`config.mk`:
```
export PLATFORM = sky130hd
export DESIGN_NAME = mdu_iter
export DESIGN_NICKNAME = d
export VERILOG_FILES = /design/src/rtl/mdu_pkg.sv /design/src/rtl/mdu_operand_prep.sv /design/src/rtl/mdu_iter.sv
export SDC_FILE = /design/constraint.sdc
export NUM_CORES = 1
export LEC_CHECK = 0
export ABC_AREA = 1
export BUFFER_PORTS_ARGS = -buffer_cell sky130_fd_sc_hd__buf_2
export CAP_MARGIN = 30
export CORE_MARGIN = 10
export CORE_UTILIZATION = 28
export DETAILED_ROUTE_END_ITERATION = 7
export PLACE_DENSITY_LB_ADDON = 0.2
export SYNTH_ARGS = -nofsm -noshare
export SYNTH_HDL_FRONTEND = slang
export SYNTH_HIERARCHICAL = 1
export SYNTH_SLANG_ARGS = --single-unit
```
`constraint.sdc`:
```
create_clock -name clk -period 3.06 [get_ports clk]
set_input_delay 0.306 -clock clk [delete_from_list [all_inputs] [get_ports clk]]
set_output_delay 0.306 -clock clk [all_outputs]
set_load 0.01 [all_outputs]
```
`src/rtl/mdu_pkg.sv`:
```
// Shared types and constants for the iterative RV32M multiply/divide unit.
package mdu_pkg;

    localparam int unsigned DEFAULT_XLEN = 32;

    typedef enum logic [2:0] {
        OpMul    = 3'b000,
        OpMulh   = 3'b001,
        OpMulhsu = 3'b010,
        OpMulhu  = 3'b011,
        OpDiv    = 3'b100,
        OpDivu   = 3'b101,
        OpRem    = 3'b110,
        OpRemu   = 3'b111
    } mdu_op_e;

    typedef enum logic [1:0] {
        StIdle,
        StCalc,
        StFix,
        StDone
    } mdu_state_e;

    localparam logic [DEFAULT_XLEN-1:0] DIV_ZERO_Q = '1;

endpackage

```
`src/rtl/mdu_operand_prep.sv`:
```
// Operand magnitudes, result sign flags and divide special-case detection for mdu_iter.
module mdu_operand_prep
    import mdu_pkg::*;
#(
    parameter int unsigned XLEN = DEFAULT_XLEN
) (
    input  mdu_op_e         op_i,
    input  logic [XLEN-1:0] opr_a_i,
    input  logic [XLEN-1:0] opr_b_i,
    output logic [XLEN-1:0] mag_a_o,
    output logic [XLEN-1:0] mag_b_o,
    output logic            qneg_o,
    output logic            rneg_o,
    output logic            div_zero_o,
    output logic            div_ovf_o
);

    logic signed_a;
    logic signed_b;
    logic sign_a;
    logic sign_b;
    logic is_div;

    always_comb begin
        signed_a = 1'b0;
        signed_b = 1'b0;
        case (op_i)
            OpMulh, OpDiv, OpRem: begin
                signed_a = 1'b1;
                signed_b = 1'b1;
            end
            OpMulhsu: signed_a = 1'b1;
            default: ;
        endcase
    end

    assign is_div = op_i[2];
    assign sign_a = signed_a & opr_a_i[XLEN-1];
    assign sign_b = signed_b & opr_b_i[XLEN-1];

    // Most-negative value maps onto itself, which is the correct unsigned magnitude.
    assign mag_a_o = sign_a ? -opr_a_i : opr_a_i;
    assign mag_b_o = sign_b ? -opr_b_i : opr_b_i;

    assign qneg_o = sign_a ^ sign_b;
    assign rneg_o = sign_a;

    assign div_zero_o = is_div & (opr_b_i == '0);
    assign div_ovf_o  = is_div & signed_a & (opr_a_i == {1'b1, {(XLEN-1){1'b0}}})
                        & (&opr_b_i);

endmodule

```
`src/rtl/mdu_iter.sv`:
```
// Iterative radix-2 RV32M multiply/divide unit; one step per cycle, XLEN steps per op.
// Optional MDU_MUL_EARLY_OUT_EN: multiplies leave CALC once the multiplier is exhausted.
module mdu_iter
    import mdu_pkg::*;
#(
    parameter int unsigned XLEN = DEFAULT_XLEN
) (
    input  logic            clk,
    input  logic            rst,
    input  logic            start_i,
    input  logic [2:0]      funct3_i,
    input  logic [XLEN-1:0] opr_a_i,
    input  logic [XLEN-1:0] opr_b_i,
    output logic            busy_o,
    output logic            done_o,
    output logic [XLEN-1:0] result_o
);

    localparam logic [5:0]      LastStep = 6'(XLEN - 1);
    localparam logic [XLEN-1:0] DivZeroQ = {XLEN{DIV_ZERO_Q[0]}};

    mdu_state_e        state_q;
    mdu_op_e           op_q;
    logic              qneg_q;
    logic              rneg_q;
    logic [5:0]        step_q;
    logic [2*XLEN-1:0] acc_q;
    logic [2*XLEN-1:0] mcand_q;
    logic [XLEN-1:0]   mplier_q;
    logic              busy_q;
    logic              done_q;
    logic [XLEN-1:0]   result_q;

    mdu_op_e         op_in;
    logic [XLEN-1:0] mag_a;
    logic [XLEN-1:0] mag_b;
    logic            qneg;
    logic            rneg;
    logic            div_zero;
    logic            div_ovf;

    assign op_in = mdu_op_e'(funct3_i);

    mdu_operand_prep #(
        .XLEN (XLEN)
    ) u_prep (
        .op_i       (op_in),
        .opr_a_i    (opr_a_i),
        .opr_b_i    (opr_b_i),
        .mag_a_o    (mag_a),
        .mag_b_o    (mag_b),
        .qneg_o     (qneg),
        .rneg_o     (rneg),
        .div_zero_o (div_zero),
        .div_ovf_o  (div_ovf)
    );

    logic              is_mul;
    logic              calc_last;
    logic [2*XLEN-1:0] mul_acc;
    logic [XLEN:0]     rem_shift;
    logic [XLEN:0]     div_diff;
    logic [2*XLEN-1:0] div_acc;
    logic [2*XLEN-1:0] prod;
    logic [XLEN-1:0]   quot;
    logic [XLEN-1:0]   rem;
    logic [XLEN-1:0]   fix_result;
    logic [XLEN-1:0]   fast_result;

    assign is_mul = ~op_q[2];

`ifdef MDU_MUL_EARLY_OUT_EN
    assign calc_last = (step_q == LastStep) || (is_mul && (mplier_q[XLEN-1:1] == '0));
`else
    assign calc_last = (step_q == LastStep);
`endif

    // Divide keeps {remainder, dividend/quotient} in acc_q; divisor sits in mcand_q low half.
    always_comb begin
        mul_acc   = mplier_q[0] ? (acc_q + mcand_q) : acc_q;
        rem_shift = {acc_q[2*XLEN-1:XLEN], acc_q[XLEN-1]};
        div_diff  = rem_shift - {1'b0, mcand_q[XLEN-1:0]};
        if (div_diff[XLEN]) begin
            div_acc = {rem_shift[XLEN-1:0], acc_q[XLEN-2:0], 1'b0};
        end else begin
            div_acc = {div_diff[XLEN-1:0], acc_q[XLEN-2:0], 1'b1};
        end
    end

    always_comb begin
        prod = qneg_q ? -acc_q : acc_q;
        quot = qneg_q ? -acc_q[XLEN-1:0] : acc_q[XLEN-1:0];
        rem  = rneg_q ? -acc_q[2*XLEN-1:XLEN] : acc_q[2*XLEN-1:XLEN];
        case (op_q)
            OpMul:                    fix_result = prod[XLEN-1:0];
            OpMulh, OpMulhsu, OpMulhu: fix_result = prod[2*XLEN-1:XLEN];
            OpDiv, OpDivu:            fix_result = quot;
            default:                  fix_result = rem;
        endcase
    end

    always_comb begin
        if (div_zero) begin
            fast_result = op_in[1] ? opr_a_i : DivZeroQ;
        end else begin
            fast_result = op_in[1] ? '0 : opr_a_i;
        end
    end

    always_ff @(posedge clk) begin
        if (!rst) begin
            state_q  <= StIdle;
            op_q     <= OpMul;
            qneg_q   <= 1'b0;
            rneg_q   <= 1'b0;
            step_q   <= '0;
            acc_q    <= '0;
            mcand_q  <= '0;
            mplier_q <= '0;
            busy_q   <= 1'b0;
            done_q   <= 1'b0;
            result_q <= '0;
        end else begin
            case (state_q)
                StIdle, StDone: begin
                    done_q  <= 1'b0;
                    state_q <= StIdle;
                    if (start_i) begin
                        op_q   <= op_in;
                        qneg_q <= qneg;
                        rneg_q <= rneg;
                        step_q <= '0;
                        if (div_zero || div_ovf) begin
                            state_q  <= StDone;
                            done_q   <= 1'b1;
                            result_q <= fast_result;
                        end else begin
                            state_q  <= StCalc;
                            busy_q   <= 1'b1;
                            mplier_q <= mag_b;
                            mcand_q  <= {{XLEN{1'b0}}, op_in[2] ? mag_b : mag_a};
                            acc_q    <= op_in[2] ? {{XLEN{1'b0}}, mag_a} : '0;
                        end
                    end
                end
                StCalc: begin
                    step_q <= step_q + 6'd1;
                    if (is_mul) begin
                        acc_q    <= mul_acc;
                        mcand_q  <= mcand_q << 1;
                        mplier_q <= mplier_q >> 1;
                    end else begin
                        acc_q <= div_acc;
                    end
                    if (calc_last) begin
                        state_q <= StFix;
                    end
                end
                StFix: begin
                    state_q  <= StDone;
                    busy_q   <= 1'b0;
                    done_q   <= 1'b1;
                    result_q <= fix_result;
                end
                default: state_q <= StIdle;
            endcase
        end
    end

    assign busy_o   = busy_q;
    assign done_o   = done_q;
    assign result_o = result_q;

endmodule

```
# After elaboration in Yosys (flattened, before gate mapping)
# Index checks and enable logic that the tools add are counted.
[word_totals] input_bits=70 regBits=207
[op_classes] eq_ne=20 bitwise_logic=7 add_sub_neg=8 mux=42 reduce_logical=18
[ops] cell="$mux W64" n=9
[ops] cell="$mux W32" n=14
[ops] cell="$pmux W64 S2" n=2
[ops] cell="$neg A32 Y32" n=4
[ops] cell="$pmux W32 S2" n=2
[ops] cell="$pmux W32 S3" n=1
[ops] cell="$add A64 B64 Y64" n=1
[ops] cell="$neg A64 Y64" n=1
[ops] cell="$sub A33 B32 Y33" n=1
[ops] cell="$eq A32 B32 Y1 const B" n=1
[ops] cell="$logic_not A32 Y1" n=1
[ops] cell="$reduce_and A32 Y1" n=1
[ops] cell="$eq A3 B3 Y1 const B" n=4
[ops] cell="$pmux W6 S2" n=1
[ops] cell="$ne A2 B2 Y1 const B" n=5
[ops] cell="$eq A3 B2 Y1 const B" n=3
[ops] cell="$reduce_and A4 Y1" n=2
[ops] cell="$add A6 B1 Y6 const B" n=1
[ops] cell="$and A1 B1 Y1" n=6
[ops] cell="$eq A3 B1 Y1 const B" n=2
[ops] cell="$eq A6 B5 Y1 const B" n=1
[ops] cell="$mux W1" n=6
[ops] cell="$mux W2" n=3
[ops] cell="$mux W6" n=1
[ops] cell="15 further kinds" n=22

# Longest topological paths before layout
# Gate-level depths: netlist of the first run.
[logic_depth] word_depth=10 depth_mapped=20 mapped_depth_nobuf=19

# Hierarchy
# The synthesis of the first run kept the hierarchy.
[by_module_without_submodules] mod="mdu_iter" area_per_inst_um2=21276.7 cells_each=3934 seq_area_each_um2=4144.0 instances=1
[by_module_without_submodules] mod="mdu_operand_prep" area_per_inst_um2=2301.0 cells_each=503 seq_area_each_um2=0.0 instances=1

# Worst setup path after synthesis of the first run
# Ideal clock, no wire load.
[synth_timing] kind="reg-to-reg" start="reg acc_q[31]" end="reg acc_q[58]" period_less_slack_ps=2380 t_required_ps=2928 arrival_ps=2248 n_path_buf=1 setup_slack_ps=680 stages_incl_launch_ff=21 path_cell_list="dfxtp_1 -> inv_1 -> ha_1 -> fa_1 -> inv_1 -> nand2_1 -> nand2_1 -> nand3_1 -> nand2_1 -> nand2_1 -> nand2_1 -> nand2_4 -> nand2_4 -> nand2_2 -> nand2_2 -> buf_6 -> nand2_1 -> nand2_1 -> nand2_1 -> nand3_1 -> a21oi_1"
[synth_between] elab_chain_cells=4 elab_cells_between_ends=6 classes_between="2 x add/sub; 4 x mux"
[synth_rtl] item="from (decl)" line="mdu_iter.sv:27" rtl="logic [2*XLEN-1:0] acc_q;"
[synth_rtl] item="from (signal assigned)" line="mdu_iter.sv:142" rtl="acc_q <= op_in[2] ? {{XLEN{1'b0}}, mag_a} : '0;"
[synth_rtl] item="from (signal assigned)" line="mdu_iter.sv:149" rtl="acc_q <= mul_acc;"
[synth_rtl] item="from (signal assigned)" line="mdu_iter.sv:153" rtl="acc_q <= div_acc;"
[synth_rtl] item="$add A64 B64 Y64 / $sub A33 B32 Y33 (equally long branches)" line="mdu_iter.sv:80, mdu_iter.sv:82"
[synth_rtl] item="$mux W64, on equally long branches" line="mdu_iter.sv:80, mdu_iter.sv:83"
[synth_rtl] item="$mux W64 (*)" line="mdu_iter.sv:148" rtl="if (is_mul) begin"
[synth_rtl] item="$pmux W64 S2 (*)" line="mdu_iter.sv:124" rtl="case (state_q)"
# Every way passes the cells marked *; elsewhere a longest branch is shown, timed or not. The select of a mux whose other input is x is not followed.
# A chain may end at the register's enable or synchronous reset.

# Final worst setup path of the first run
[layout_timing] start="reg mcand_q[18]" end="reg acc_q[63]"
[layout_between] elab_chain_cells=4 elab_cells_between_ends=6 classes_between="2 x add/sub; 4 x mux"
[layout_rtl] item="from (decl)" line="mdu_iter.sv:28" rtl="logic [2*XLEN-1:0] mcand_q;"
[layout_rtl] item="from (signal assigned)" line="mdu_iter.sv:141" rtl="mcand_q <= {{XLEN{1'b0}}, op_in[2] ? mag_b : mag_a};"
[layout_rtl] item="from (signal assigned)" line="mdu_iter.sv:150" rtl="mcand_q <= mcand_q << 1;"
[layout_rtl] item="$add A64 B64 Y64 / $sub A33 B32 Y33 (equally long branches)" line="mdu_iter.sv:80, mdu_iter.sv:82"
[layout_rtl] item="$mux W64, on equally long branches" line="mdu_iter.sv:80, mdu_iter.sv:83"
[layout_rtl] item="$mux W64 (*)" line="mdu_iter.sv:148"
[layout_rtl] item="$pmux W64 S2 (*)" line="mdu_iter.sv:124"
# Marked as above.

==> impl_metrics.ini, run 1 <==
[sta]
tightest_slew_ps = 803
setup_tns_ps = 0
period_minus_slack_ps = 2910
timing.hold.ws_ps = 54.2
finalSetupViolations = 0
max-slew-margin-rel = 0.459
hold_viol = 0
fin_crit_sh = 0.950
finClkSkew_ps = 55.6
maxSlewViolCount = 0
rsz0062_at_grt = false
clock.fmax_mhz = 344

[detailed_routing]
num_vias = 28731
ant_nets = 0
wl_per_cell_um = 20.0
drtIter0Drc = 2994
wirelength_um = 112000
first_pass_iters = 6
vias_per_cell = 5.11
drc = 0

[clock_tree]
htree_levels = 1
clkLatencyLatePin_ps = 620
numCtsBuffers = 28
clkSinkCount = 207
clk_path_buf_depth = 3
root_buffer = clkbuf_16
path_clk_slew_ps = 70
post_cts_buffers = 0
cts_tree = done

[logic_synthesis]
netlist_area_um2 = 23600
syn-num-nets = 4613
synth_seq_cells = 207
yosysUniqueCellTypes = 51
ys_warn_count = 6
postSynthCellCount = 4437
synth_area_per_cell_um2 = 5.31
synth-seq-area-share = 0.176

[grt]
antenna_found_initial = 2
grt_usage = 0.226
first_global_vias = 26296
grt_max_degree = 123
grt_pass1_wl_um = 166000
grt-ovfl-total = 0

[run]
maxCapViolCount = 0

[floorplanning]
io_pins = 104
die_y_um = 310
die_x_um = 310
core_um2 = 83600
die-area_um2 = 96200
floorplan.initialDensity = 0.282
rows = 106

[power_and_ir_drop]
irDropWorstVdd_v = 0.000499
pwr-share-seq = 0.191
internal_power_mw = 9.99
switching_share = 0.556
total_power_mw = 22.5
p_leak_nw = 13.7
clkPwrFrac = 0.172
power_density_nw_per_um2 = 838
pwr-share-comb = 0.637
switchingPower_mw = 12.5

[layout]
seq_area_um2 = 4150
multiInputGateArea_um2 = 16200
finalNetCount = 4700
layout_commonest_cell = nand2_1
final_cell_mix = nand2_1, inv_1, nor2_1
area_growth_pct = 13.8
drive_gt1_frac = 0.0704
instances_no_fill = 5626
fin_util = 0.321
fill_cells = 9742
diodes = 0

[placement]
place_congestion = 0.983
dp_hpwl_um = 92000
dp_cells = 5572
io_buffers = 103

[critical_path]
crit_fanout = 27
startpoint_type = register
path_class = register to register
rr_worst_depth = 16
critPathRequiredTime_ps = 3570
path_delay_family = simple AND/OR/NAND/NOR gates
slowest_stage = ha_1
crit_arrival_ps = 3410
r2r_end = acc_q[63]
timing.rr.start = mcand_q[18]
cp_cell_sequence = inv_1 -> ha_1 -> nand2_1 -> nor2_1 -> inv_2 -> nor2_2 -> and2_4 -> nand2_4 -> nand2_4 -> nand2_2 -> nand2_4 -> buf_12 -> nand2_1 -> nand3_1 -> nand3_1 -> a21oi_1
crit_buf_inv = 3
end_kind = register
cpPeakStageDelay_ps = 500
rrSetupSlack_ps = 150
crit_path_frequent_cell = nand2_4

[worst_hold_path]
hp-class = primary input to register
holdPathStages = 3
holdPathEnd = op_q[1]
hold_path_startpoint = funct3_i[1]

[outcome]
status = complete, no violations
-- how the worst max path moves through the flow --
stage	start	to	slack, ps	depth (start not counted)
after floorplan	acc_q[31]	acc_q[58]	680	20
after global placement	acc_q[31]	acc_q[63]	110	19
after detailed placement	acc_q[31]	acc_q[63]	130	19
after CTS	mcand_q[0]	acc_q[63]	90	18
after global routing	acc_q[6]	acc_q[59]	7	15
final	mcand_q[18]	acc_q[63]	150	16
-- synth_stat cells (all sizes together) --
library cell  count  share of area
o221ai            1        0.00037
fa                2         0.0017
nand3           354          0.076
a311oi            1        0.00037
or2               6         0.0016
a21o              2        0.00064
nor3             47          0.011
a221oi           47          0.018
xnor2            21         0.0078
clkinv            1        0.00016
o211ai            5         0.0016
nor2b             1        0.00027
o31ai             3        0.00096
o21bai            5         0.0016
xor2             54          0.020
inv             704           0.11
a21oi           317          0.068
a31oi            36         0.0096
o2111ai           1        0.00037
and2              9         0.0025
dfxtp           207           0.18
o21ai           230          0.049
a21boi            2        0.00064
a211oi           33          0.011
nand4            41          0.011
nor2            491          0.080
nand3b           22         0.0070
and3              2        0.00053
buf              54          0.013
ha              104          0.055
nor4              2        0.00053
nand2          1538           0.25
clkbuf           94          0.015
-- power groups by stage --
stage,Sequential (mW),Clock [mW],Combinational (mW)
final,4.29,3.86,14.3
after global routing,4.35,4.01,15.7
after CTS,4.27,3.94,14.0
after detailed placement,4.32,0,13.9
after global placement,4.32,0,14.0
after floorplan,3.99,0,9.16
-- routing by layer --
metal / part of all wire / routed length [um] / global-route usage / vias to the layer above
li1: - / - / - / 14275
met1: 0.45 / 50600 / 0.308 / 13211
met2: 0.44 / 49400 / 0.361 / 1073
met3: 0.070 / 7860 / 0.0288 / 168
met4: 0.039 / 4400 / 0.0792 / 4
met5: 0.00019 / 21 / 0 / -
-- layout make-up --
| type | count | share of cell area |
|---|---|---|
| sequential | 207 | 0.155 |
| clock buffer | 34 | 0.0285 |
| multi-input combinational | 3377 | 0.603 |
| inverter | 705 | 0.0987 |
| tap | 1080 | 0.0504 |
| clock inverter | 18 | 0.0115 |
| timing repair buffer | 205 | 0.0536 |
-- per-stage QoR --
step | area, um^2 | setup WS (ps)
4_1_cts | 26800 | 85.4
5_1_grt | 26800 | 6.87
3_3_place_gp | 25700 | 115
2_1_floorplan | 23600 | 680
6_report | 26800 | 154
3_5_place_dp | 25700 | 134
-- state kept, by name (all words and copies together) (netlist names) --
register and cells:
qneg_q 1, mplier_q 32, step_q 6, state_q 2, done_o 1, rneg_q 1, mcand_q 64, op_q 3
busy_o 1, acc_q 64, result_o 32
-- cell families after synthesis --
| logic type | count (synthesis) | synth area share |
|---|---|---|
| AOI/OAI and AO/OA | 683 | 0.162 |
| xor gates and xnor gates | 75 | 0.0279 |
| adders and majority gates | 106 | 0.0569 |
| buffers and inverters | 853 | 0.141 |
| DFF | 207 | 0.176 |
| and+or+nand+nor | 2513 | 0.437 |
-- what timing repair did --
item	CTS	global route
setup endpoints to repair	0	26
gates resized for setup	0	5
hold buffers	2	0
endpoints found under the hold margin	2	0
-- worst register-to-register path, cell delays in order (launching register included) --
cell and delay, ps:
dfxtp_1 400, inv_1 130, ha_1 500, nand2_1 140
nor2_1 190, inv_2 70, nor2_2 160, and2_4 180
nand2_4 60, nand2_4 80, nand2_2 60, nand2_4 110
buf_12 190, nand2_1 80, nand3_1 190, nand3_1 100
a21oi_1 120
(Power assumes the default switching activity.)
==> inputs of run 2 (changes only) <==
--- a/config.mk
+++ b/config.mk
@@ -7,7 +7,7 @@
 export LEC_CHECK = 0
 export ABC_AREA = 1
 export BUFFER_PORTS_ARGS = -buffer_cell sky130_fd_sc_hd__buf_2
-export CAP_MARGIN = 30
+export CAP_MARGIN = 20
 export CORE_MARGIN = 10
 export CORE_UTILIZATION = 28
 export DETAILED_ROUTE_END_ITERATION = 7
==> constraint.sdc (replaced) <==
create_clock -name clk -period 3.06 [get_ports clk]
set_input_delay 0.153 -clock clk [delete_from_list [all_inputs] [get_ports clk]]
set_output_delay 0.153 -clock clk [all_outputs]
set_load 0.01 [all_outputs]
==> run 2 against run 1 <==
Net effect:
- first-iteration DRC count up 1.0%
- non-clock buffer count up 25
- hold slack worse by 43 ps
- critical path depth up 1
- clock skew down 28 ps
- sequential power up 0.9%
- clock power down 16%
- cell area about the same
- critical endpoint is now acc_q[62]
- largest power group unchanged
==> impl_metrics.ini, run 2 (same netlist as run 1, synthesis figures left out) <==
[outcome]
status = complete, no violations

[layout]
top_regs = acc_q x64, mcand_q x64
drive_gt1_frac = 0.0677
multiInputGateArea_um2 = 16200
layout_commonest_cell = nand2_1
seq_area_um2 = 4150
finalNetCount = 4724
fin_util = 0.321
final_cell_mix = nand2_1, inv_1, nor2_1
diodes = 0
fill_cells = 9762
area_growth_pct = 13.7

[critical_path]
rr_worst_depth = 17
startpoint_type = register
timing.rr.start = mcand_q[13]
critPathRequiredTime_ps = 3520
r2r_end = acc_q[62]
crit_arrival_ps = 3380
rrSetupSlack_ps = 140
end_kind = register
path_class = register to register
crit_fanout = 4

[worst_hold_path]
hold_path_startpoint = opr_a_i[13]
holdPathEnd = result_o[13]
holdPathStages = 5
hp-class = primary input to register

[detailed_routing]
wl_per_cell_um = 20.2
top_layer_used = met5
num_vias = 28814
ant_nets = 0
wl_met1_um = 51000
wl_met3_um = 8250
routed-wl-met2_um = 51700
drtIter0Drc = 3024
drc = 0
vias_per_cell = 5.11
wirelength_um = 114000
first_pass_iters = 6

[sta]
maxSlewViolCount = 0
hold_viol = 0
finClkSkew_ps = 27.3
setup_tns_ps = 0
rsz0062_at_grt = false
max-slew-margin-rel = 0.403
clock.fmax_mhz = 342
fin_crit_sh = 0.955
timing.hold.ws_ps = 11.3
fin_ws_ps = 137
tightest_slew_ps = 886
period_minus_slack_ps = 2920
finalSetupViolations = 0

[power_and_ir_drop]
irDropWorstVdd_v = 0.000442
p_leak_nw = 13.7
power_density_nw_per_um2 = 825

[clock_tree]
post_cts_buffers = 0
numCtsBuffers = 27
clkSinkCount = 207
clkLatencyLatePin_ps = 600
cts_resized = 0
root_buffer = clkbuf_16
clk_path_buf_depth = 3
path_clk_slew_ps = 70
cts_tree = done
htree_levels = 1

[placement]
post-place-ws_ps = 292
io_buffers = 103
place_congestion = 0.972
dp_hpwl_um = 93400

[grt]
grt_max_degree = 113
grt-ovfl-total = 0
grt_pass1_wl_um = 168000
antenna_found_initial = 2
first_global_vias = 26356
grt_usage = 0.229

[floorplanning]
io_pins = 104
die_x_um = 310
rows = 106
floorplan.initialDensity = 0.282
die_y_um = 310
die-area_um2 = 96200
core_um2 = 83600

[run]
maxCapViolCount = 0
run 2: cell count changes in the layout (fill, tap and decap cells not counted), sizes merged:
cell	before	now
clkbuf	34	37
dlygate4sd3	2	24
clkinv	8	7
buf	203	206
bufinv	7	1
clkinvlp	3	0
run 2: worst max path at each step:
stage	cells after the start	end	from
CTS	17	acc_q[62]	mcand_q[13]
floorplan	20	acc_q[58]	acc_q[31]
global placement	17	acc_q[62]	mcand_q[13]
global route	17	acc_q[63]	mcand_q[14]
finish	17	acc_q[62]	mcand_q[13]
detailed placement	15	mplier_q[17]	opr_a_i[0]
run 2: power breakdown:
group	total (mW)	internal, mW	switching [mW]
clock	3.25	1.83	1.42
combinational	14.5	4.20	10.3
sequential	4.33	3.43	0.898
total	22.1	9.46	12.7
run 2: routing by layer:
layer,vias to the layer above,global-route usage
met4,4,0.0582
li1,14304,-
met3,137,0.0266
met1,13257,0.315
met5,-,0
met2,1112,0.373
run 2: per-stage QoR:
stage	power [mW]	instances	area [um^2]
after floorplan	13.1	4437	23600
after global placement	18.5	5575	25700
after detailed placement	18.4	5575	25700
after CTS	21.8	5644	26800
after global routing	23.6	5644	26800
final	22.1	5644	26800
run 2: cell type report:
type | count | area share
multi-input cells | 3377 | 0.603
flip-flops and latches | 207 | 0.155
inverters | 705 | 0.0987
repair buffers | 230 | 0.0618
well taps | 1080 | 0.0504
clock buffers | 37 | 0.0285
clock inverters | 8 | 0.00341
run 2: timing repair:
| action | in CTS | in global routing |
|---|---|---|
| setup endpoints to repair | 0 | 0 |
| hold endpoints to repair | 25 | 0 |
| hold buffers | 24 | 0 |
run 2: critical path, stage by stage (launching register included):
cell	delay [ps]
dfxtp_1	430
inv_1	180
ha_1	420
nand2_1	150
inv_1	100
nand2_1	120
nor3_1	400
nand2_1	90
nand2_1	210
nand2_1	100
nand2_1	80
nand2_1	40
nand2_1	100
nand2_1	80
nand2_1	70
nand2_1	50
nand3_1	80
a21oi_1	60
